`src/rtl/mvu_job_sched_if.sv`:
```
`default_nettype none
// ============================================================================
// Module      : mvu_job_sched_if
// Description : Bundles the job request and MVU handshake signals of the
//               MVU job scheduler.
//               master : environment side (harts + MVU pool + watchdog limit)
//               slave  : scheduler side
//   req_valid/req_cfg      hart -> scheduler job request, CFGW bits per hart
//   req_ready              scheduler -> hart accept, one-hot or zero
//   mvu_start/mvu_cfg      scheduler -> MVU start pulse and configuration
//   mvu_done               MVU -> scheduler completion pulse
//   mvu_busy               per-MVU "not idle" status
//   done_irq/timeout_err   per-hart completion / watchdog pulses
//   timeout_cycles         watchdog limit, 0 disables
// Revision    : 1.0 - initial release
// ============================================================================
interface mvu_job_sched_if #(
    parameter int NREQ = 8,
    parameter int NMVU = 8,
    parameter int CFGW = 32,
    parameter int TW   = 24
);
    logic [NREQ-1:0]      req_valid;
    logic [NREQ*CFGW-1:0] req_cfg;
    logic [NREQ-1:0]      req_ready;
    logic [NMVU-1:0]      mvu_start;
    logic [NMVU*CFGW-1:0] mvu_cfg;
    logic [NMVU-1:0]      mvu_done;
    logic [NMVU-1:0]      mvu_busy;
    logic [NREQ-1:0]      done_irq;
    logic [NREQ-1:0]      timeout_err;
    logic [TW-1:0]        timeout_cycles;

    modport master (
        output req_valid, req_cfg, mvu_done, timeout_cycles,
        input  req_ready, mvu_start, mvu_cfg, mvu_busy, done_irq, timeout_err
    );

    modport slave (
        input  req_valid, req_cfg, mvu_done, timeout_cycles,
        output req_ready, mvu_start, mvu_cfg, mvu_busy, done_irq, timeout_err
    );
endinterface
`default_nettype wire

```
`src/rtl/mvu_job_sched.sv`:
```
`default_nettype none
// ============================================================================
// Module      : mvu_job_sched
// Description : Round-robin job scheduler dispatching hart requests onto a
//               shared pool of MVUs, with per-MVU watchdog.
//   clk  : single rising-edge clock
//   rst  : asynchronous active-high reset
//   bus  : mvu_job_sched_if.slave (requests, MVU handshake, notifications)
// Revision    : 1.0 - initial release
// ============================================================================
module mvu_job_sched #(
    parameter int NREQ = 8,
    parameter int NMVU = 8,
    parameter int CFGW = 32,
    parameter int TW   = 24
) (
    input  logic              clk,
    input  logic              rst,
    mvu_job_sched_if.slave    bus
);
    localparam int c_OW = (NREQ > 1) ? $clog2(NREQ) : 1;

    localparam logic [1:0] c_S_IDLE  = 2'd0;
    localparam logic [1:0] c_S_START = 2'd1;
    localparam logic [1:0] c_S_RUN   = 2'd2;
    localparam logic [1:0] c_S_DRAIN = 2'd3;

    logic [1:0]           r_state     [NMVU];
    logic [1:0]           w_state_nxt [NMVU];
    logic [c_OW-1:0]      r_owner     [NMVU];
    logic [TW-1:0]        r_cnt       [NMVU];
    logic [NMVU*CFGW-1:0] r_mvu_cfg;
    logic [NREQ-1:0]      r_outst;
    logic [c_OW-1:0]      r_ptr;
    logic [NREQ-1:0]      r_done_irq;
    logic [NREQ-1:0]      r_timeout_err;

    logic [NREQ-1:0]      w_elig;
    logic [NREQ-1:0]      w_ready;
    logic [c_OW-1:0]      w_win;
    logic [c_OW-1:0]      w_idx;
    logic                 w_win_vld;
    logic                 w_accept;
    logic                 w_found;
    logic [NMVU-1:0]      w_idle;
    logic [NMVU-1:0]      w_grant_mvu;
    logic [NMVU-1:0]      w_wd_hit;
    logic [NMVU-1:0]      w_run_done;
    logic [NMVU-1:0]      w_run_expire;
    logic [NMVU-1:0]      w_busy;
    logic [NMVU-1:0]      w_start;
    logic [NREQ-1:0]      w_done_set;
    logic [NREQ-1:0]      w_to_set;

    // Arbitration: scan from the pointer downward in reverse so the
    // candidate closest to the pointer is the last (winning) assignment.
    always_comb begin
        w_elig    = bus.req_valid & ~r_outst;
        w_win     = '0;
        w_win_vld = 1'b0;
        w_idx     = '0;
        for (int k = NREQ - 1; k >= 0; k--) begin
            if (int'(r_ptr) + k >= NREQ) begin
                w_idx = c_OW'(int'(r_ptr) + k - NREQ);
            end else begin
                w_idx = c_OW'(int'(r_ptr) + k);
            end
            if (w_elig[w_idx]) begin
                w_win     = w_idx;
                w_win_vld = 1'b1;
            end
        end

        for (int m = 0; m < NMVU; m++) begin
            w_idle[m]  = (r_state[m] == c_S_IDLE);
            w_busy[m]  = (r_state[m] != c_S_IDLE);
            w_start[m] = (r_state[m] == c_S_START);
        end

        w_accept = w_win_vld && (|w_idle);
        w_ready  = '0;
        if (w_accept) begin
            w_ready[w_win] = 1'b1;
        end

        // Lowest-index idle MVU receives the accepted job.
        w_grant_mvu = '0;
        w_found     = 1'b0;
        for (int m = 0; m < NMVU; m++) begin
            if (w_idle[m] && !w_found) begin
                w_grant_mvu[m] = w_accept;
                w_found        = 1'b1;
            end
        end
    end

    // Per-MVU next-state logic. Completion takes priority over watchdog
    // expiry when both occur in the same RUN cycle.
    always_comb begin
        for (int m = 0; m < NMVU; m++) begin
            w_state_nxt[m]  = r_state[m];
            w_run_done[m]   = 1'b0;
            w_run_expire[m] = 1'b0;
            w_wd_hit[m]     = (bus.timeout_cycles != '0) &&
                              (r_cnt[m] == (bus.timeout_cycles - TW'(1)));
            case (r_state[m])
                c_S_IDLE:  if (w_grant_mvu[m]) w_state_nxt[m] = c_S_START;
                c_S_START: w_state_nxt[m] = c_S_RUN;
                c_S_RUN: begin
                    if (bus.mvu_done[m]) begin
                        w_state_nxt[m] = c_S_IDLE;
                        w_run_done[m]  = 1'b1;
                    end else if (w_wd_hit[m]) begin
                        w_state_nxt[m]  = c_S_DRAIN;
                        w_run_expire[m] = 1'b1;
                    end
                end
                c_S_DRAIN: if (bus.mvu_done[m]) w_state_nxt[m] = c_S_IDLE;
                default:   w_state_nxt[m] = c_S_IDLE;
            endcase
        end

        w_done_set = '0;
        w_to_set   = '0;
        for (int m = 0; m < NMVU; m++) begin
            if (w_run_done[m])   w_done_set[r_owner[m]] = 1'b1;
            if (w_run_expire[m]) w_to_set[r_owner[m]]   = 1'b1;
        end
    end

    // Per-MVU state, watchdog counter, owner and configuration.
    always_ff @(posedge clk or posedge rst) begin
        if (rst) begin
            for (int m = 0; m < NMVU; m++) begin
                r_state[m] <= c_S_IDLE;
                r_owner[m] <= '0;
                r_cnt[m]   <= '0;
            end
            r_mvu_cfg <= '0;
        end else begin
            for (int m = 0; m < NMVU; m++) begin
                r_state[m] <= w_state_nxt[m];
                // Counter is 0 in the first RUN cycle and counts RUN cycles.
                r_cnt[m]   <= (r_state[m] == c_S_RUN) ? r_cnt[m] + TW'(1) : '0;
                if (w_grant_mvu[m]) begin
                    r_owner[m]                   <= w_win;
                    r_mvu_cfg[m*CFGW +: CFGW]    <= bus.req_cfg[w_win*CFGW +: CFGW];
                end
            end
        end
    end

    // Hart-side bookkeeping. The outstanding flag drops at the end of the
    // notification cycle, so a hart cannot re-request while its pulse is high.
    always_ff @(posedge clk or posedge rst) begin
        if (rst) begin
            r_ptr         <= '0;
            r_outst       <= '0;
            r_done_irq    <= '0;
            r_timeout_err <= '0;
        end else begin
            if (w_accept) begin
                r_ptr <= (int'(w_win) == NREQ - 1) ? '0 : w_win + c_OW'(1);
            end
            r_outst       <= (r_outst & ~(r_done_irq | r_timeout_err)) | w_ready;
            r_done_irq    <= w_done_set;
            r_timeout_err <= w_to_set;
        end
    end

    assign bus.req_ready   = w_ready;
    assign bus.mvu_start   = w_start;
    assign bus.mvu_busy    = w_busy;
    assign bus.mvu_cfg     = r_mvu_cfg;
    assign bus.done_irq    = r_done_irq;
    assign bus.timeout_err = r_timeout_err;

endmodule
`default_nettype wire
```
`src/flat_wrapper.sv`:
```
// flat-port wrapper written by rule: the top's interface ports become plain ports
module mvu_job_sched_flat 
#(
    parameter int NREQ = 8,
    parameter int NMVU = 8,
    parameter int CFGW = 32,
    parameter int TW   = 24
)
  (clk, rst, bus_req_valid, bus_req_cfg, bus_mvu_done, bus_timeout_cycles, bus_req_ready, bus_mvu_start, bus_mvu_cfg, bus_mvu_busy, bus_done_irq, bus_timeout_err);
  mvu_job_sched_if #(.NREQ(NREQ), .NMVU(NMVU), .CFGW(CFGW), .TW(TW)) bus_i ();
  input  logic clk;
  input  logic rst;
  input wire logic [$bits(bus_i.req_valid)-1:0] bus_req_valid;
  input wire logic [$bits(bus_i.req_cfg)-1:0] bus_req_cfg;
  input wire logic [$bits(bus_i.mvu_done)-1:0] bus_mvu_done;
  input wire logic [$bits(bus_i.timeout_cycles)-1:0] bus_timeout_cycles;
  output wire logic [$bits(bus_i.req_ready)-1:0] bus_req_ready;
  output wire logic [$bits(bus_i.mvu_start)-1:0] bus_mvu_start;
  output wire logic [$bits(bus_i.mvu_cfg)-1:0] bus_mvu_cfg;
  output wire logic [$bits(bus_i.mvu_busy)-1:0] bus_mvu_busy;
  output wire logic [$bits(bus_i.done_irq)-1:0] bus_done_irq;
  output wire logic [$bits(bus_i.timeout_err)-1:0] bus_timeout_err;
  assign bus_i.req_valid = bus_req_valid;
  assign bus_i.req_cfg = bus_req_cfg;
  assign bus_i.mvu_done = bus_mvu_done;
  assign bus_i.timeout_cycles = bus_timeout_cycles;
  assign bus_req_ready = bus_i.req_ready;
  assign bus_mvu_start = bus_i.mvu_start;
  assign bus_mvu_cfg = bus_i.mvu_cfg;
  assign bus_mvu_busy = bus_i.mvu_busy;
  assign bus_done_irq = bus_i.done_irq;
  assign bus_timeout_err = bus_i.timeout_err;
  mvu_job_sched #(.NREQ(NREQ), .NMVU(NMVU), .CFGW(CFGW), .TW(TW)) u_core (.clk(clk), .rst(rst), .bus(bus_i));
endmodule
```
`config.mk`:
```
export PLATFORM = sky130hd
export DESIGN_NAME = mvu_job_sched_flat
export DESIGN_NICKNAME = d
export VERILOG_FILES = /design/src/rtl/mvu_job_sched_if.sv /design/src/rtl/mvu_job_sched.sv /design/src/flat_wrapper.sv
export SDC_FILE = /design/constraint.sdc
export NUM_CORES = 2
export LEC_CHECK = 0
export CAP_MARGIN = 25
export CELL_PAD_IN_SITES_DETAIL_PLACEMENT = 1
export CELL_PAD_IN_SITES_GLOBAL_PLACEMENT = 1
export CORE_UTILIZATION = 40
export CTS_CLUSTER_DIAMETER = 60
export CTS_CLUSTER_SIZE = 30
export DETAILED_ROUTE_END_ITERATION = 7
export PLACE_DENSITY_LB_ADDON = 0.1
export SYNTH_ARGS = -nofsm -noshare
export SYNTH_HDL_FRONTEND = slang
export SYNTH_SLANG_ARGS = --single-unit
```
`constraint.sdc`:
```
create_clock -name clk -period 22.1 [get_ports clk]
set_clock_uncertainty 0.05 [all_clocks]
set_input_delay 4.42 -clock clk [delete_from_list [all_inputs] [get_ports clk]]
set_output_delay 4.42 -clock clk [all_outputs]
set_load 0.05 [all_outputs]
```
; ---- Word-level counts from Yosys, hierarchy flattened
; Cells that the tools add are included.
[word_totals]
in_bits = 298
output_inout_bits = 296
wordCells = 410
regBits = 515
[op_classes]
magnitude_cmp = 34
eq_ne = 57
add_sub_neg = 25
reduce_logical = 58
muxes = 179
bitwise = 20
n_shift = 1
[ops]
columns = op, n
row1 = indexed part select 256 x 9 -> 32 bit, 1
row2 = "adder 24 x 1 -> 24 bit, second input constant", 8
row3 = equality test 24 bit, 8
row4 = 2-to-1 mux 24 bit, 8
row5 = 2-to-1 mux 8 bit, 17
row6 = bitwise OR 8 bit, 16
row7 = 2-to-1 mux 1 bit, 80
row8 = "less-than comparator 3 x 4 -> 1 bit, second input constant", 17
row9 = 2-to-1 mux 2 bit, 32
row10 = case mux 2 bit (4 select lines), 8
row11 = 2-to-1 mux 3 bit, 17
row12 = "equality test 2 bit, second input constant", 16
row13 = "!= test 2 bit, second input constant", 16
row14 = ">= comparator 4 bit, second input constant", 7
row15 = demux 1 bit (select 3 bit), 9
row16 = ">= comparator 3 x 1 -> 1 bit, second input constant", 9
row17 = logical AND 1 bit, 25
row18 = binary-select mux 1 bit (select 3 bit), 8
row19 = "!= test 3 x 2 -> 1 bit, second input constant", 8
row20 = AND reduction 3 bit, 8
row21 = nonzero test 24 bit, 1
row22 = "subtractor 24 x 1 -> 24 bit, second input constant", 1
row23 = "subtractor 3 x 1 -> 3 bit, second input constant", 8
row24 = "adder 3 x 3 -> 4 bit, second input constant", 4
row25 = 12 further kinds, 42

; ---- Depth between registers and ports, before layout
[depth]
depth_word = 25
depth_mapped = 18
mapped_depth_nobuf = 13

; ---- Worst setup path before layout
; Ideal clock, no wire load.
[synth_timing]
kind = input to output
start = input bus_req_valid[1]
end = output bus_req_ready[0]
arrival_time_ns = 7.805
path_slack_ns = 9.825
n_path_buf = 3
stages = 11
t_required_ns = 17.630
cell_sequence = nor2b_1 > mux2_2 > mux4_2 > o31ai_1 > and3_1 > a311o_1 > clkinv_1 > clkbuf_1 > clkbuf_1 > buf_1 > nor3_1
[synth_between]
elab_chain_len = 16
elab_cells_between_ends = 40
cone_classes = order compare (2) / mux (35) / bitwise (1) / reduce/logical (2)
[synth_rtl]
columns = element, line
row1 = start: declaration, flat_wrapper.sv:13  ; input wire logic [$bits(bus_i.req_valid)-1:0] bus_req_valid;
row2 = bitwise AND 8 bit *, mvu_job_sched.sv:58  ; w_elig = bus.req_valid & ~r_outst;
row3 = binary-select mux 1 bit (select 3 bit), mvu_job_sched.sv:68  ; if (w_elig[w_idx]) begin
row4 = 2-to-1 mux 1 bit (implied by the code), mvu_job_sched.sv:68
row5 = 2-to-1 mux 3 bit (7 in series), mvu_job_sched.sv:68
row6 = 2-to-1 mux 3 bit *, mvu_job_sched.sv:68
row7 = net u_core.w_win[1], mvu_job_sched.sv:40  ; logic [c_OW-1:0] w_win;
row8 = less-than comparator 3 x 4 -> 1 bit (implied by the code) or >= comparator 3 x 1 -> 1 bit (tied branches), mvu_job_sched.sv:83  ; w_ready[w_win] = 1'b1;
row9 = logical AND 1 bit (implied by the code), mvu_job_sched.sv:83
row10 = 2-to-1 mux 1 bit (implied by the code), mvu_job_sched.sv:83
row11 = demux 1 bit (select 3 bit) *, -
row12 = 2-to-1 mux 8 bit *, mvu_job_sched.sv:82  ; if (w_accept) begin
row13 = end: declaration, flat_wrapper.sv:17  ; output wire logic [$bits(bus_i.req_ready)-1:0] bus_req_ready;
; Mark *: on every way through the listed nets, which the timed path passes. The rest lies on a longest branch. The select of a mux whose other input is x is not followed.

; ---- Worst setup path after layout
[layout_timing]
start = input bus_req_valid[7]
end = output bus_req_ready[4]
[layout_between]
elab_chain_len = 16
elab_cells_between_ends = 40
cone_classes = order compare (2) / mux (35) / bitwise (1) / reduce/logical (2)
[layout_rtl]
columns = element, line
row1 = bitwise AND 8 bit *, mvu_job_sched.sv:58
row2 = binary-select mux 1 bit (select 3 bit), mvu_job_sched.sv:68
row3 = 2-to-1 mux 1 bit (implied by the code), mvu_job_sched.sv:68
row4 = 2-to-1 mux 3 bit (8 in series), mvu_job_sched.sv:68
row5 = less-than comparator 3 x 4 -> 1 bit (implied by the code) or >= comparator 3 x 1 -> 1 bit (tied branches), mvu_job_sched.sv:83
row6 = logical AND 1 bit (implied by the code), mvu_job_sched.sv:83
row7 = 2-to-1 mux 1 bit (implied by the code), mvu_job_sched.sv:83
row8 = demux 1 bit (select 3 bit), -
row9 = 2-to-1 mux 8 bit *, mvu_job_sched.sv:82
; Mark *: on every way between the ends. The rest lies on a longest branch, timed or not. The select of a mux whose other input is x is not followed.

==> run_summary.xml <==
<?xml version="1.0" encoding="UTF-8"?>
<metrics>
  <group name="critical_path">
    <metric name="cp.arrival" unit="ns">9.10</metric>
    <metric name="critical_path.startpoint_type" unit="">input port</metric>
    <metric name="worst_path_max_delay_cell" unit="">clkdlybuf4s50_1</metric>
    <metric name="cp_slowest_stage_delay" unit="ns">0.82</metric>
    <metric name="worst_setup_path_end_kind" unit="">output port</metric>
    <metric name="crit_required" unit="ns">17.63</metric>
    <metric name="path_cells" unit="">clkdlybuf4s50_1, nand2b_1, mux4_2, o22a_1, o211a_1, o31ai_4, buf_4, nand2_1, clkinv_2, nand2_1, nor2_1, clkdlybuf4s50_1</metric>
    <metric name="worst-path-max-fanout" unit="">65</metric>
    <metric name="setup.reg_to_reg.worst_slack" unit="ns">15.24</metric>
    <metric name="timing.setup.critical_path_class" unit="">in2out</metric>
  </group>
  <group name="synthesis">
    <metric name="yosys.cell_types.count" unit="">84</metric>
    <metric name="synth_edf_count" unit="">0</metric>
    <metric name="syn-mean-instance-area" unit="µm²">9.40</metric>
    <metric name="synth_area" unit="µm²">29600</metric>
    <metric name="synth_async_sr_flop_share" unit="">1.00</metric>
    <metric name="ys_seq_area_frac" unit="">0.435</metric>
    <metric name="syn_inst" unit="">3153</metric>
    <metric name="netlist.area_leader.share" unit="">0.435</metric>
    <metric name="synth-seq-cells" unit="">515</metric>
    <metric name="yosysWarningCount" unit="">0</metric>
    <metric name="synth_largest_area_cell" unit="">dfrtp_1</metric>
    <metric name="synthTopCellsByArea" unit="">dfrtp_1 43%, nor2_1 6.3%, a31oi_1 5.5%, xnor3_1 4.6%, xor2_1 4.3%</metric>
    <metric name="syn-num-nets" unit="">3465</metric>
    <metric name="synth_ff_type" unit="">dfrtp_1</metric>
  </group>
  <group name="clocking">
    <metric name="clock_tree.root_cell" unit="">clkbuf_16</metric>
    <metric name="cts.hold.buffers_added" unit="">0</metric>
    <metric name="clockBufferDepth" unit="">3</metric>
    <metric name="cts_resized" unit="">0</metric>
    <metric name="worst_skew_pair.late_latency" unit="ns">0.67</metric>
    <metric name="cts_htree_levels" unit="">2</metric>
    <metric name="post_cts.repair.setup_buffers" unit="">0</metric>
    <metric name="worst_setup_hold_path_clk_slew" unit="ns">0.08</metric>
    <metric name="tritoncts.num_buffers" unit="">54</metric>
    <metric name="clock_sinks" unit="">515</metric>
    <metric name="tritoncts_clock_tree" unit="">built</metric>
  </group>
  <group name="floorplanning">
    <metric name="dieArea" unit="µm²">75200</metric>
    <metric name="rows" unit="">99</metric>
    <metric name="die_w" unit="µm">274</metric>
    <metric name="die_h" unit="µm">274</metric>
    <metric name="starting_density_of_the_core" unit="">0.405</metric>
    <metric name="top_level_ports" unit="">594</metric>
    <metric name="fp.coreArea" unit="µm²">73200</metric>
  </group>
  <group name="global_routing">
    <metric name="grt_pass1_vias" unit="">29500</metric>
    <metric name="overflow" unit="">0</metric>
    <metric name="gr-usage-all-layers" unit="">0.368</metric>
    <metric name="largest_net_degree_at_the_start_of_global_routing" unit="">164</metric>
    <metric name="antenna_found_initial" unit="">67</metric>
    <metric name="grt_first_pass_wirelength" unit="µm">203000</metric>
  </group>
  <group name="routing">
    <metric name="antenna_violating_nets_post_route" unit="">0</metric>
    <metric name="first_iter_violations" unit="">2276</metric>
    <metric name="remaining_drc_errors" unit="">16</metric>
    <metric name="route.detailed.vias_per_inst" unit="">6.06</metric>
    <metric name="drt-pass1-iter-count" unit="">7</metric>
    <metric name="detail_route.wl_per_cell" unit="µm">29.8</metric>
    <metric name="route.vias.total" unit="">28500</metric>
    <metric name="totalWireLength" unit="µm">140000</metric>
  </group>
  <group name="sta">
    <metric name="drv_slew" unit="">0</metric>
    <metric name="tightest_pin_transition" unit="ns">1.22</metric>
    <metric name="finalSetupTns" unit="ns">0</metric>
    <metric name="rsz0062_at_grt" unit="">no</metric>
    <metric name="finalWorstPathRequiredPeriod" unit="ns">13.57</metric>
    <metric name="post-route-period-util" unit="">0.614</metric>
    <metric name="setup_viol" unit="">0</metric>
    <metric name="worst_slew_margin_rel" unit="">0.188</metric>
    <metric name="clock.fmax" unit="GHz">0.0737</metric>
    <metric name="timing_hold_violations_final" unit="">0</metric>
  </group>
  <group name="power_and_ir_drop">
    <metric name="net_switching_share_of_the_total_power" unit="">0.586</metric>
    <metric name="p_sw" unit="µW">4220</metric>
    <metric name="p_leak" unit="µW">0.0152</metric>
    <metric name="power_frac_seq" unit="">0.201</metric>
    <metric name="p_per_area" unit="nW/µm²">187</metric>
    <metric name="ir_worst_vdd" unit="mV">0.205</metric>
    <metric name="share_comb_of_total_power" unit="">0.664</metric>
    <metric name="clockPowerShare" unit="">0.135</metric>
    <metric name="p_int" unit="µW">2990</metric>
    <metric name="post-layout-total-power" unit="µW">7210</metric>
  </group>
  <group name="finish">
    <metric name="layout.cells.most_common_list" unit="">593 x clkdlybuf4s50_1, 515 x dfrtp_1, 495 x nor2_1</metric>
    <metric name="final_net_count" unit="">3969</metric>
    <metric name="finish.utilization" unit="">0.526</metric>
    <metric name="area_growth" unit="%">30.0</metric>
    <metric name="fill_cells" unit="">8195</metric>
    <metric name="post_route_cells_drive_above_1_share" unit="">0.0800</metric>
    <metric name="most_common_cell_after_layout_fill_and_taps_aside" unit="">clkdlybuf4s50_1</metric>
  </group>
  <group name="place">
    <metric name="gp_routability_congestion" unit="">0.973</metric>
    <metric name="post_detailed_placement_half_perimeter_wirelength" unit="µm">104000</metric>
    <metric name="port-buffer-count" unit="">593</metric>
  </group>
  <group name="outcome">
    <metric name="violations_in_the_final_reports" unit="">design-rule violations</metric>
    <metric name="outcome" unit="">finished with violations</metric>
  </group>
  <group name="min_path">
    <metric name="hold_path.class" unit="">reg2reg</metric>
  </group>
  <group name="flow_run">
    <metric name="cap_viol_max_count" unit="">0</metric>
  </group>
</metrics>
-- stage by stage --
stage | instances | hold slack [ns] | worst slack (ns) | instance area [µm²]
2_1_floorplan | 3153 | 0.412 | 3.25 | 29600
3_3_place_gp | 4555 | 0.435 | 8.70 | 36500
3_5_place_dp | 4558 | 0.448 | 8.57 | 36500
4_1_cts | 4657 | 0.456 | 8.57 | 38400
5_1_grt | 4702 | 0.488 | 8.34 | 38500
6_report | 4707 | 0.467 | 8.53 | 38500
-- logic make-up after synthesis --
| kind of cell | synth area share |
|---|---|
| flip-flops | 0.435 |
| AND/OR/NAND/NOR | 0.211 |
| adder cells (fa/ha/maj) | 0.00591 |
| AO/OA/AOI/OAI | 0.141 |
| multiplexers | 0.0453 |
| XOR/XNOR | 0.128 |
| buffers and inverters | 0.0337 |
-- registers in the layout, summed over array words and instances (netlist names) --
| name | cells |
|---|---|
| u_core.bus.done_irq | 8 |
| u_core.bus.mvu_cfg | 256 |
| u_core.bus.timeout_err | 8 |
| u_core.r_cnt | 192 |
| u_core.r_outst | 8 |
| u_core.r_owner | 24 |
| u_core.r_ptr | 3 |
| u_core.r_state | 16 |
-- critical path, delay by kind of cell --
kind	cells	cell delay, ns
buffers and inverters	4	2.52
AOI/OAI and AO/OA	3	0.83
and+or+nand+nor	4	0.78
muxes	1	0.54
-- area by class of cell --
class | count | area (µm²) | share of cell area
clock inverters | 42 | 489 | 0.0127
well taps | 959 | 1200 | 0.0311
repair buffers | 645 | 6380 | 0.166
diodes | 48 | 120 | 0.00312
inverters | 61 | 240 | 0.00623
multi-input cells | 2380 | 15800 | 0.411
flip-flops and latches | 515 | 12900 | 0.334
clock buffers | 57 | 1370 | 0.0356
-- power groups by stage --
stage | sequential [µW] | combinational [µW] | clock [µW]
finish | 1450 | 4790 | 977
global route | 1470 | 5030 | 1020
CTS | 1440 | 4730 | 988
detailed placement | 1450 | 4710 | 0
global placement | 1440 | 4610 | 0
floorplan | 2100 | 2310 | 0
-- synth_stat cells, types with 7 or more instances --
master,instances
a21oi_1,63
o211ai_1,73
or4_1,14
nand3_1,227
a32oi_1,9
clkbuf_1,175
a31o_2,7
o21ai_0,138
and3_1,47
dfrtp_1,515
nand4_1,53
buf_1,13
nor3_1,49
ha_1,14
nor4_1,23
inv_1,58
or3_1,51
and2_1,14
xnor3_1,60
nor2b_1,41
mux2_2,79
o2111ai_1,9
nand2_1,152
o31ai_1,7
a31oi_1,259
and4_1,10
nand2b_1,36
xnor2_1,125
mux4_2,17
a22oi_1,13
mux2i_1,7
nor3b_1,16
o22ai_1,10
nor2_1,497
xor2_1,144
-- metal layers --
metal,part of all wire,wire length [µm],global-route usage,vias up
li1,-,-,-,12400
met1,0.39,55100,0.452,14700
met2,0.48,66900,0.591,1049
met3,0.071,10000,0.0877,333
met4,0.058,8080,0.210,32
met5,0.0015,207,0,-
-- worst paths after layout --
path                                       start                 endpoint  cells past startpoint
worst max-delay path            bus_req_valid[7]         bus_req_ready[4]                     12
max in group asynchronous                    rst        u_core.r_state[1]                      4
worst min-delay path            u_core.r_cnt[96]         u_core.r_cnt[96]                      1
min in group asynchronous                    rst   u_core.bus.mvu_cfg[17]                      2
worst min register to register  u_core.r_cnt[96]         u_core.r_cnt[96]                      1
worst max register to register   u_core.r_ptr[1]  u_core.bus.mvu_cfg[250]                     13
(Power assumes the default switching activity.)
